**config.mk**
```make
export PLATFORM = sky130hd
export DESIGN_NAME = cpu_run_controller
export DESIGN_NICKNAME = d
export VERILOG_FILES = /design/src/rtl/cpu_ctrl_pkg.sv /design/src/rtl/proc_clk_phase_gen.sv /design/src/rtl/cpu_run_controller.sv
export SDC_FILE = /design/constraint.sdc
export NUM_CORES = 1
export LEC_CHECK = 0
export CAP_MARGIN = 20
export CORE_ASPECT_RATIO = 2
export CORE_UTILIZATION = 44
export DETAILED_ROUTE_END_ITERATION = 12
export GPL_TIMING_DRIVEN = 0
export PLACE_DENSITY = 0.82
export SLEW_MARGIN = 20
export SYNTH_ARGS = -nofsm -noshare
export SYNTH_HDL_FRONTEND = slang
export SYNTH_SLANG_ARGS = --single-unit
export TNS_END_PERCENT = 100
```
**constraint.sdc**
```tcl
create_clock -name clk -period 1.4 [get_ports clk]
set_input_delay 0.28 -clock clk [delete_from_list [all_inputs] [get_ports clk]]
set_output_delay 0.28 -clock clk [all_outputs]
set_load 0.1 [all_outputs]
```
**src/rtl/cpu_ctrl_pkg.sv**
```systemverilog
// Shared definitions for the CPU run/step/halt sequencer: state encodings,
// state width and the default clock-divider / reset-hold settings.
package cpu_ctrl_pkg;

   localparam int STATE_W            = 3;
   localparam int DEFAULT_DIV        = 4;
   localparam int DEFAULT_RESET_HOLD = 8;

   typedef enum logic [STATE_W-1:0] {
      ST_HOLD = 3'd0,
      ST_IDLE = 3'd1,
      ST_RUN  = 3'd2,
      ST_STEP = 3'd3,
      ST_HALT = 3'd4
   } run_state_e;

endpackage

```
**src/rtl/proc_clk_phase_gen.sv**
```systemverilog
// Divides the board clock into processor-clock periods of DIV low cycles then
// DIV high cycles; emits proc_ce at each rise and flags the last high cycle.
module proc_clk_phase_gen #(
   parameter int DIV = 4
) (
   input  logic clk,
   input  logic reset,
   input  logic en,
   output logic processor_clk,
   output logic proc_ce,
   output logic phase_end_fall
);

   localparam logic [7:0] DIV_LAST = 8'(DIV - 1);

   logic [7:0] div_cnt;
   logic       phase_last;

   assign phase_last     = (div_cnt == DIV_LAST);
   // Combinational into the FSM so the state changes on the very edge that drops processor_clk.
   assign phase_end_fall = en && processor_clk && phase_last;

   // NOTE: sequential state uses non-blocking assignments so every register samples pre-edge values.
   always_ff @(posedge clk) begin
      if (reset || !en) begin
         div_cnt       <= '0;
         processor_clk <= 1'b0;
         proc_ce       <= 1'b0;
      end else begin
         proc_ce <= phase_last && !processor_clk;
         if (phase_last) begin
            div_cnt       <= '0;
            processor_clk <= !processor_clk;
         end else begin
            div_cnt <= div_cnt + 8'd1;
         end
      end
   end

endmodule

```
**src/rtl/cpu_run_controller.sv**
```systemverilog
// Run/step/halt sequencer driving processor_clk and the CPU reset.
// Optional feature: define CYCLE_COUNTER_EN to enable the cycle_count register.
module cpu_run_controller
   import cpu_ctrl_pkg::*;
#(
   parameter int DIV        = DEFAULT_DIV,
   parameter int RESET_HOLD = DEFAULT_RESET_HOLD,
   parameter int CNT_W      = 16
) (
   input  logic               clk,
   input  logic               reset,
   input  logic               run_req,
   input  logic               step_req,
   input  logic               halt_in,
   output logic               processor_clk,
   output logic               proc_reset,
   output logic               proc_ce,
   output logic [STATE_W-1:0] state,
   output logic               halted,
   output logic [CNT_W-1:0]   cycle_count
);

   localparam logic [7:0] HOLD_LAST = 8'(RESET_HOLD);

   run_state_e state_q, state_d;
   logic [7:0] hold_cnt;
   logic       phase_en;
   logic       phase_end_fall;

   assign phase_en = (state_q == ST_RUN) || (state_q == ST_STEP);
   assign state    = state_q;

   proc_clk_phase_gen #(.DIV(DIV)) u_phase_gen (
      .clk            (clk),
      .reset          (reset),
      .en             (phase_en),
      .processor_clk  (processor_clk),
      .proc_ce        (proc_ce),
      .phase_end_fall (phase_end_fall)
   );

   // NOTE: state_d gets its default before the case so no path through this block infers a latch.
   always_comb begin
      state_d = state_q;
      case (state_q)
         ST_HOLD: if (hold_cnt == HOLD_LAST) state_d = ST_IDLE;
         ST_IDLE: begin
            if (halt_in)       state_d = ST_HALT;
            else if (run_req)  state_d = ST_RUN;
            else if (step_req) state_d = ST_STEP;
         end
         ST_RUN: begin
            if (phase_end_fall) begin
               if (halt_in)       state_d = ST_HALT;
               else if (!run_req) state_d = ST_IDLE;
            end
         end
         ST_STEP: if (phase_end_fall) state_d = halt_in ? ST_HALT : ST_IDLE;
         ST_HALT: state_d = ST_HALT;
         default: state_d = ST_HOLD;
      endcase
   end

   always_ff @(posedge clk) begin
      if (reset) begin
         state_q    <= ST_HOLD;
         hold_cnt   <= '0;
         proc_reset <= 1'b1;
         halted     <= 1'b0;
      end else begin
         state_q    <= state_d;
         proc_reset <= (state_d == ST_HOLD);
         halted     <= (state_d == ST_HALT);
         if (state_q == ST_HOLD && hold_cnt != HOLD_LAST) hold_cnt <= hold_cnt + 8'd1;
      end
   end

`ifdef CYCLE_COUNTER_EN
   always_ff @(posedge clk) begin
      if (reset)        cycle_count <= '0;
      else if (proc_ce) cycle_count <= cycle_count + 1'b1;
   end
`else
   assign cycle_count = '0;
`endif

endmodule

```
==> results, run 1 <==
- The worst path arrival time is around 1.7 ns.
- The routed design has roughly 2900 um of wire.
- The congestion estimate from routability-driven global placement came to 0.7719.
- The power density relative to cell area is between 800 and 900 mW/mm^2.
- The most common cell in the synthesized netlist is dfxtp_1.
- The cell count after placement is roughly 190.
- The number of hold violations in the final report is 0.
- The detailed-router iteration count before antenna repair is 4.
- The cell taking the most area after synthesis is dfxtp_1.
- The number of non-filler instances in the completed layout is between 200 and 250.
- In the routed layout, each cell is associated on average with a via count of ~5.0.
- The remaining antenna violation count after routing is 0.
- The footprint of the flip-flops and latches is approximately 480 sq um.
- The count of unresolved DRC violations after routing is 0.
- The number of nets in the layout is between 150 and 200.
- The worst setup path category is reg2reg.
- The number of global-route vias before repair was 1,033.
- The CTS tree is built.
- The run finished, with violations left.
- The maximum count of clock buffers along a single path is 2.
- The nature of the critical path startpoint is a flop.
- The share of the Yosys chip area taken by registers is roughly 40%.
- In this run, synthesis inferred 0 flip-flops with an integrated enable.
- The origin of the worst min-delay path is u_phase_gen.processor_clk$_SDFFE_PP0N_.
- Subtracting the final worst setup slack from the clock period gives approximately 1.6 ns.
- Clock-pin slew was measured on the worst setup and hold paths at approximately 0.09 ns.
- The share of Yosys cell area claimed by the top area cell type is between 30% and 40%.
- In this run the mean area of a mapped cell was 8.777 sq um.
- The core region is roughly 0.0025 sq mm.
- For the worst flop-to-flop path, the logic depth is 5.
- The total clock buffers created by CTS is 3.
- The count of buffers inserted at the top-level ports is 11.
- In the synthesized netlist the async set-or-reset flop fraction comes to 0%.
- For this block, the initial DRC count from the detailed router was 17.
- Counting every instance in the synthesized netlist gives 135.
- The standard cell area after detailed placement is ~0.0014 sq mm.
- The final global-route overflow total is 0.
- The kind of capture point of the worst setup path is a flop.
- The path class of the tightest hold or removal check is reg2reg.
- The setup slack of the worst register-to-register path is -0.19 ns.
- During synthesis, Yosys emitted a total of 0 warnings.
- The die footprint is a little under 0.003 sq mm.
- By area the synthesized netlist is led by dfxtp_1 (39%), buf_4 (10%), nor2_1 (6.0%), xor2_1 (5.2%), xnor2_1 (4.4%).
- The maximum clock frequency is 628.4 MHz.
- After synthesis, the most frequently instantiated cells are dfxtp_1 (23), nor2_1 (19), buf_4 (16).
- The worst-case IR drop observed on VDD is 0.0008140 V.
- Setup repair after global routing could not meet its margin everywhere.
- The worst register-to-register path begins at state[0]$_SDFF_PP0_.
- The depth of the CTS H-tree is 1.
- Entering global routing, the biggest net connects 14 pins.
- The number of antenna violations at the first check in global routing is 0.
- The floorplan has 26 rows.
- The first global-routing pass estimated between 4000 and 5000 um of wire.
- The capturing point of the worst reg2reg path is hold_cnt[5]$_SDFFE_PP0P_.
- The post-synthesis cell type count is 35.
- Across the routed clock network, the largest skew measured is 0.005328 ns.
- The die extent in y is between 70 and 80 um.
- The beginning of the critical path is state[0]$_SDFF_PP0_.
- The detailed-route via count is ~1,100.
- The global-route total usage across every layer is about 20%.
- The per-cell routed wire length is about 14 um.
- Setup slack on the critical path of the routed design comes to -0.1912 ns.
- The root buffer cell is clkbuf_8.
- Summed over all nets, the half-perimeter wirelength after detailed placement is about 1800 um.
- Measured along the x axis, the die boundary spans a little under 40 um.
- The top fanout value on the critical path is 5.
- The multi-input logic area is ~750 sq um.
- Across the run, the number of max-cap violations was 0.
- The most used flip-flop cell after synthesis is dfxtp_1.
- The I/O pin count is 28.
- The hold-fix buffer count after cts is 0.
- Summed over all cells, the static leakage comes to 0.0007328 uW.
- The initial utilization of the core area, before any placement, comes to 46.70%.
- Counting the fill cells in the layout gives between 200 and 250.
- The checks that failed: negative setup slack.
- Along the worst hold path, the cell count comes to 1.
- The number of clock sinks seen by CTS is 23.
- After layout, the worst path uses 113.7% of the clock period.
- The cell area after layout is 0.001687 sq mm.
- The worst min-delay path endpoint is u_phase_gen.proc_ce$_SDFF_PP0_.
- The required time reported for the critical path endpoint is 1.54 ns.
- The count of final setup violators is 9.
- The share of post-route cells with drive strength above 1 is 38.25%.
- The synthesized netlist occupies a cell area of between 0.001 and 0.0015 sq mm.
- The synthesized design contains 23 register bits.
- The antenna cell count is 0.
- At the later pin of the worst-skew pair, clock insertion delay measures 0.27 ns.
- The max-slew violation total from the final report is 0.
- From synthesis to final layout, the design area changed by 42.34%.
## worst max-delay path, cell delays in order (launching register included)
cell	delay (ns)
dfxtp_4	0.36
or4b_4	0.56
buf_4	0.17
nor3_4	0.18
xnor2_1	0.14
nor2_1	0.05
## through the flow
stage	worst slack, ns	TNS [ns]	hold WS (ns)	utilization [%]	power, uW
2_1_floorplan	-0.2530	-1.541	0.4373	-	947.6
3_3_place_gp	-0.3915	-5.527	0.4489	55.72	972.2
3_5_place_dp	-0.3935	-6.844	0.4517	55.72	978.2
4_1_cts	-0.1817	-0.9982	0.4625	62.97	1407
5_1_grt	-0.2579	-1.680	0.4801	66.47	1472
6_report	-0.1912	-0.9528	0.4647	66.47	1430
## per-layer routing
layer  global-route usage, %  vias to the layer above  wire, um
met5                       0                        -         0
li1                        -                      524         -
met3                   2.624                        8        40
met4                   11.49                        0        72
met1                   18.99                      517      1044
met2                   37.41                       15      1698
## cell families after synthesis
family	synth area share, %
AO/OA/AOI/OAI	7.814
XOR/XNOR	9.609
adder cells (fa/ha/maj)	3.168
buffers and inverters	12.78
flip-flops	38.86
multiplexers	0.8448
other	0.3165
AND/OR/NAND/NOR	26.61
## layout by cell type, fill, tap and decap left out, drive strengths merged, types with 3 or more instances in the layout
master          n
conb           16
nand2           6
dfxtp          23
nor4b           3
buf            41
clkdlybuf4s50   4
clkbuf          5
nand3           7
nor2           19
inv             6
a21oi           5
xnor2           6
ha              3
nor3            4
xor2            7
or3             3
## worst max path at each step
stage / endpoint / depth (start not counted)
2_1_floorplan: hold_cnt[4]$_SDFFE_PP0P_ / 4
4_1_cts: hold_cnt[5]$_SDFFE_PP0P_ / 5
3_3_place_gp: state[0] / 1
6_report: hold_cnt[5]$_SDFFE_PP0P_ / 5
5_1_grt: hold_cnt[4]$_SDFFE_PP0P_ / 4
3_5_place_dp: proc_reset$_SDFF_PP1_ / 6
## sequential cells by signal, indices dropped and copies added (netlist names)
name and count:
halted 1, state 3, u_phase_gen.processor_clk 1, u_phase_gen.proc_ce 1, u_phase_gen.div_cnt 8, hold_cnt 8
proc_reset 1
## power breakdown
| group | internal [uW] | switching [uW] |
|---|---|---|
| registers | 655 | 5.99 |
| clock network | 199 | 219 |
| logic | 95.4 | 256 |
| total | 949 | 481 |
## area by class of cell
type	count	area share, %
buffer	18	8.012
inverter	6	1.335
timing repair buffer	29	12.61
multi-input combinational	103	44.58
tap	28	2.077
sequential	23	28.63
clock inverter	1	0.2967
clock buffer	3	2.448
## repair_timing
action,in CTS,in global routing
buffers inserted,9,9
pin swaps,6,7
endpoints found under the setup margin,29,25
gates resized for setup,48,15
No activity file was read; power rests on OpenSTA's default activity.
==> run 2, diff against run 1 <==
--- a/config.mk
+++ b/config.mk
@@ -6,7 +6,6 @@
 export NUM_CORES = 1
 export LEC_CHECK = 0
 export CAP_MARGIN = 20
-export CORE_ASPECT_RATIO = 2
 export CORE_UTILIZATION = 44
 export DETAILED_ROUTE_END_ITERATION = 12
 export GPL_TIMING_DRIVEN = 0
==> run 2 against run 1 <==
  * First-iteration DRC count down 24%
  * Critical path depth shrank 1
  * The run still ends with negative setup slack left
  * Largest cell class unchanged
  * Combinational power increased by 2%
==> results, run 2 (synthesis results as in run 1) <==
- The run finished, with violations left.
- The final reports fail on negative setup slack.
- The CTS tree is built.
- The placeable core area came to 0.002500 sq mm (-1.5%).
- The setup clock skew after layout came to 0.005246 ns (-0.00008296 ns).
- The sum of net half-perimeters after detailed placement is 1635 um (-10%).
- The share of post-route cells with drive strength above 1 is 40.56% (+2.3 points).
- The global-route total usage across every layer came to 18.54% (-1.3 points).
- The worst hold path terminates at u_phase_gen.proc_ce$_SDFF_PP0_.
- The largest vdd supply drop is 0.0006273 V (-23%).
- The final critical-path required period is 1.589 ns (-0.002539 ns).
- The met1 routed wirelength after detailed routing was 1053 um (+0.86%).
- Setup repair after global routing could not meet its margin everywhere.
- The sum of met2 wire segment lengths after detailed routing is 1574 um (-7.3%).
- The number of nets in the layout is 189 (-1.6%).
- The total length of routed met3 wires is 81 um (+100%).
- The depth of the CTS H-tree is 1 (unchanged).
- The count of unresolved DRC violations after routing is 0 (unchanged).
- The antenna cell count was 0 (unchanged).
- The total number of placement rows is 18 (-31%).
- The per-cell routed wire length is 13.04 um (-3.6%).
- In this run the critical register-to-register path is captured at hold_cnt[4]$_SDFFE_PP0P_.
- The total of max-cap violations is 0 (unchanged).
- The first-iteration detailed-routing DRC count is 13 (-4).
- The core occupancy in the finished layout came to 67.77% (+1.3 points).
- The number of clock sinks seen by CTS is 23 (unchanged).
- The largest net degree at the start of global routing came to 14 (unchanged).
- The die extent in y is 53.90 um (-29%).
- The startpoint identified for the worst register-to-register timing path is state[1]$_SDFF_PP0_.
- The final critical-path setup slack is -0.1887 ns (+0.002539 ns).
- The initial cell density of the core is 47.40% (+0.70 points).
- The number of antenna violations at the first check in global routing was 0 (unchanged).
- The standard cell area after detailed placement is 0.001416 sq mm (+0.18%).
- The library cells used most frequently in the layout, excluding fill and tap cells, are buf_4 (34), nor2_1 (19), conb_1 (16).
- The count of buffers inserted at the top-level ports is 11 (unchanged).
- The worst hold path stage count came to 1 (unchanged).
- The cell area after layout came to 0.001694 sq mm (+0.44%).
- The max-slew violation total from the final report was 0 (unchanged).
- The detailed-route via count is 1,016 (-4.5%).
- The clock slew seen by the registers of the worst setup and hold paths was 0.13 ns (+0.04 ns).
- The total clock buffers created by CTS is 3 (unchanged).
- The clock insertion delay at the later pin of the skew report is 0.32 ns (+0.05 ns).
- The topmost layer with routed signal wires is met4.
- The worst path arrival time is 1.79 ns (+0.06 ns).
- The multi-input logic area came to 783.3 sq um (+4.2%).
- By startpoint and endpoint, the worst setup path is classified as reg2reg.
- The power density relative to cell area came to 786.2 mW/mm^2 (-7.3%).
- The library cell used most frequently in the layout, excluding fill and tap cells, is buf_4.
- The total detailed-routing wirelength is 2739 um (-4.1%).
- The required time reported for the critical path endpoint was 1.60 ns (+0.06 ns).
- The final global-route overflow total is 0 (unchanged).
- The I/O pin count is 28 (unchanged).
- The final-layout fill cell count is 199 (-11%).
- The area growth from synthesis to layout is 42.98%.
- Clock tree synthesis selected as its root buffer the cell clkbuf_4.
- The portion of the clock cycle consumed by the worst path in the final layout came to 113.5% (-0.18 points).
- The wire length of the first global-routing pass is 3877 um (-6.2%).
- The final weighted congestion of routability-driven global placement came to 0.7537 (-2.4%).
- The detailed-router iteration count before antenna repair came to 4 (unchanged).
- The die footprint is 0.002905 sq mm (-0.43%).
- The startpoint identified for the worst hold timing path is u_phase_gen.processor_clk$_SDFFE_PP0N_.
- The maximum clock frequency was 629.5 MHz (+0.16%).
- The hold-fix buffer count after cts is 0 (unchanged).
- The cell count after placement is 191 (+1.1%).
- The number of non-filler instances in the completed layout is 210 (-0.47%).
- The length in cells of the worst reg-to-reg path is 4 (-1).
- The maximum count of clock buffers along a single path is 2 (unchanged).
- The detail-routed via count per cell was 4.838 (-4.1%).
- The number of hold violations in the final report was 0 (unchanged).
- The footprint of the flip-flops and latches is 486.7 sq um (+0.78%).
- The type of the most critical hold path is reg2reg.
- The remaining antenna violation count after routing came to 0 (unchanged).
- The top fanout value on the critical path came to 5 (unchanged).
- The number of global-route vias before repair was 927 (-10%).
- The overall die width is 53.90 um (+39%).
- The count of final setup violators is 9 (unchanged).
- The static power due to leakage is 0.0007300 uW (-0.38%).
- The setup slack of the worst register-to-register path came to -0.19 ns (about the same).
- The kind of capture point of the worst setup path is a flop.
- STA classifies the critical path startpoint as a flop.
run 2: cell count changes in the layout (fill, tap and decap cells not counted), sizes merged:
cell    delta
buf        -2
clkbuf     -1
run 2: area by class of cell:
| cell class | instances | share of cell area (%) |
|---|---|---|
| clock inverters | 1 | 0.2954 |
| repair buffers | 26 | 11.89 |
| plain buffers | 18 | 7.976 |
| inverters | 6 | 1.329 |
| clock buffers | 3 | 1.329 |
| well taps | 30 | 2.216 |
| multi-input cells | 103 | 46.23 |
| flip-flops and latches | 23 | 28.73 |
run 2: per-stage QoR:
| stage | setup TNS (ns) | hold slack, ns | total power [uW] | worst slack (ns) |
|---|---|---|---|---|
| floorplan | -1.541 | 0.4373 | 947.6 | -0.2530 |
| global placement | -5.151 | 0.4427 | 971.2 | -0.3864 |
| detailed placement | -5.961 | 0.4541 | 976.2 | -0.3964 |
| CTS | -0.8864 | 0.4765 | 1309 | -0.1858 |
| global route | -1.633 | 0.5063 | 1380 | -0.2299 |
| finish | -1.013 | 0.4985 | 1332 | -0.1887 |
run 2: timing repair:
| item | 4_1_cts | 5_1_grt |
|---|---|---|
| setup endpoints to repair | 30 | 24 |
| pin swaps | 5 | 11 |
| buffers inserted | 10 | 5 |
| gates resized for setup | 58 | 19 |
run 2: where the power goes:
group          leakage, uW  switching, uW  internal [uW]
clock            0.0000177            205            107
sequential        0.000192           6.62            654
combinational     0.000521            258            102
run 2: how the worst max path moves through the flow:
| stage | start | end | depth (start not counted) |
|---|---|---|---|
| after global placement | state[0]$_SDFF_PP0_ | state[0] | 1 |
| after floorplan | state[1]$_SDFF_PP0_ | hold_cnt[4]$_SDFFE_PP0P_ | 4 |
| final | state[1]$_SDFF_PP0_ | hold_cnt[4]$_SDFFE_PP0P_ | 4 |
| after CTS | state[1]$_SDFF_PP0_ | hold_cnt[4]$_SDFFE_PP0P_ | 4 |
| after detailed placement | state[0]$_SDFF_PP0_ | state[0] | 1 |
| after global routing | state[1]$_SDFF_PP0_ | hold_cnt[4]$_SDFFE_PP0P_ | 4 |
run 2: layer usage:
| metal | track usage [%] | up-vias |
|---|---|---|
| met5 | 0 | - |
| li1 | - | 511 |
| met2 | 36.63 | 16 |
| met4 | 3.509 | 0 |
| met3 | 6.215 | 7 |
| met1 | 18.37 | 482 |
run 2: worst max-delay path, stage by stage, from the launching register on:
cell,delay (ns)
dfxtp_4,0.37
or4b_4,0.57
or3_1,0.34
xor2_1,0.15
nor2_1,0.05
==> run 3, diff against run 2 <==
--- a/config.mk
+++ b/config.mk
@@ -10,7 +10,6 @@
 export DETAILED_ROUTE_END_ITERATION = 12
 export GPL_TIMING_DRIVEN = 0
 export PLACE_DENSITY = 0.82
-export SLEW_MARGIN = 20
 export SYNTH_ARGS = -nofsm -noshare
 export SYNTH_HDL_FRONTEND = slang
 export SYNTH_SLANG_ARGS = --single-unit
==> results of run 3 <==
Final layout, timing and power as in run 2 (identical DEF).
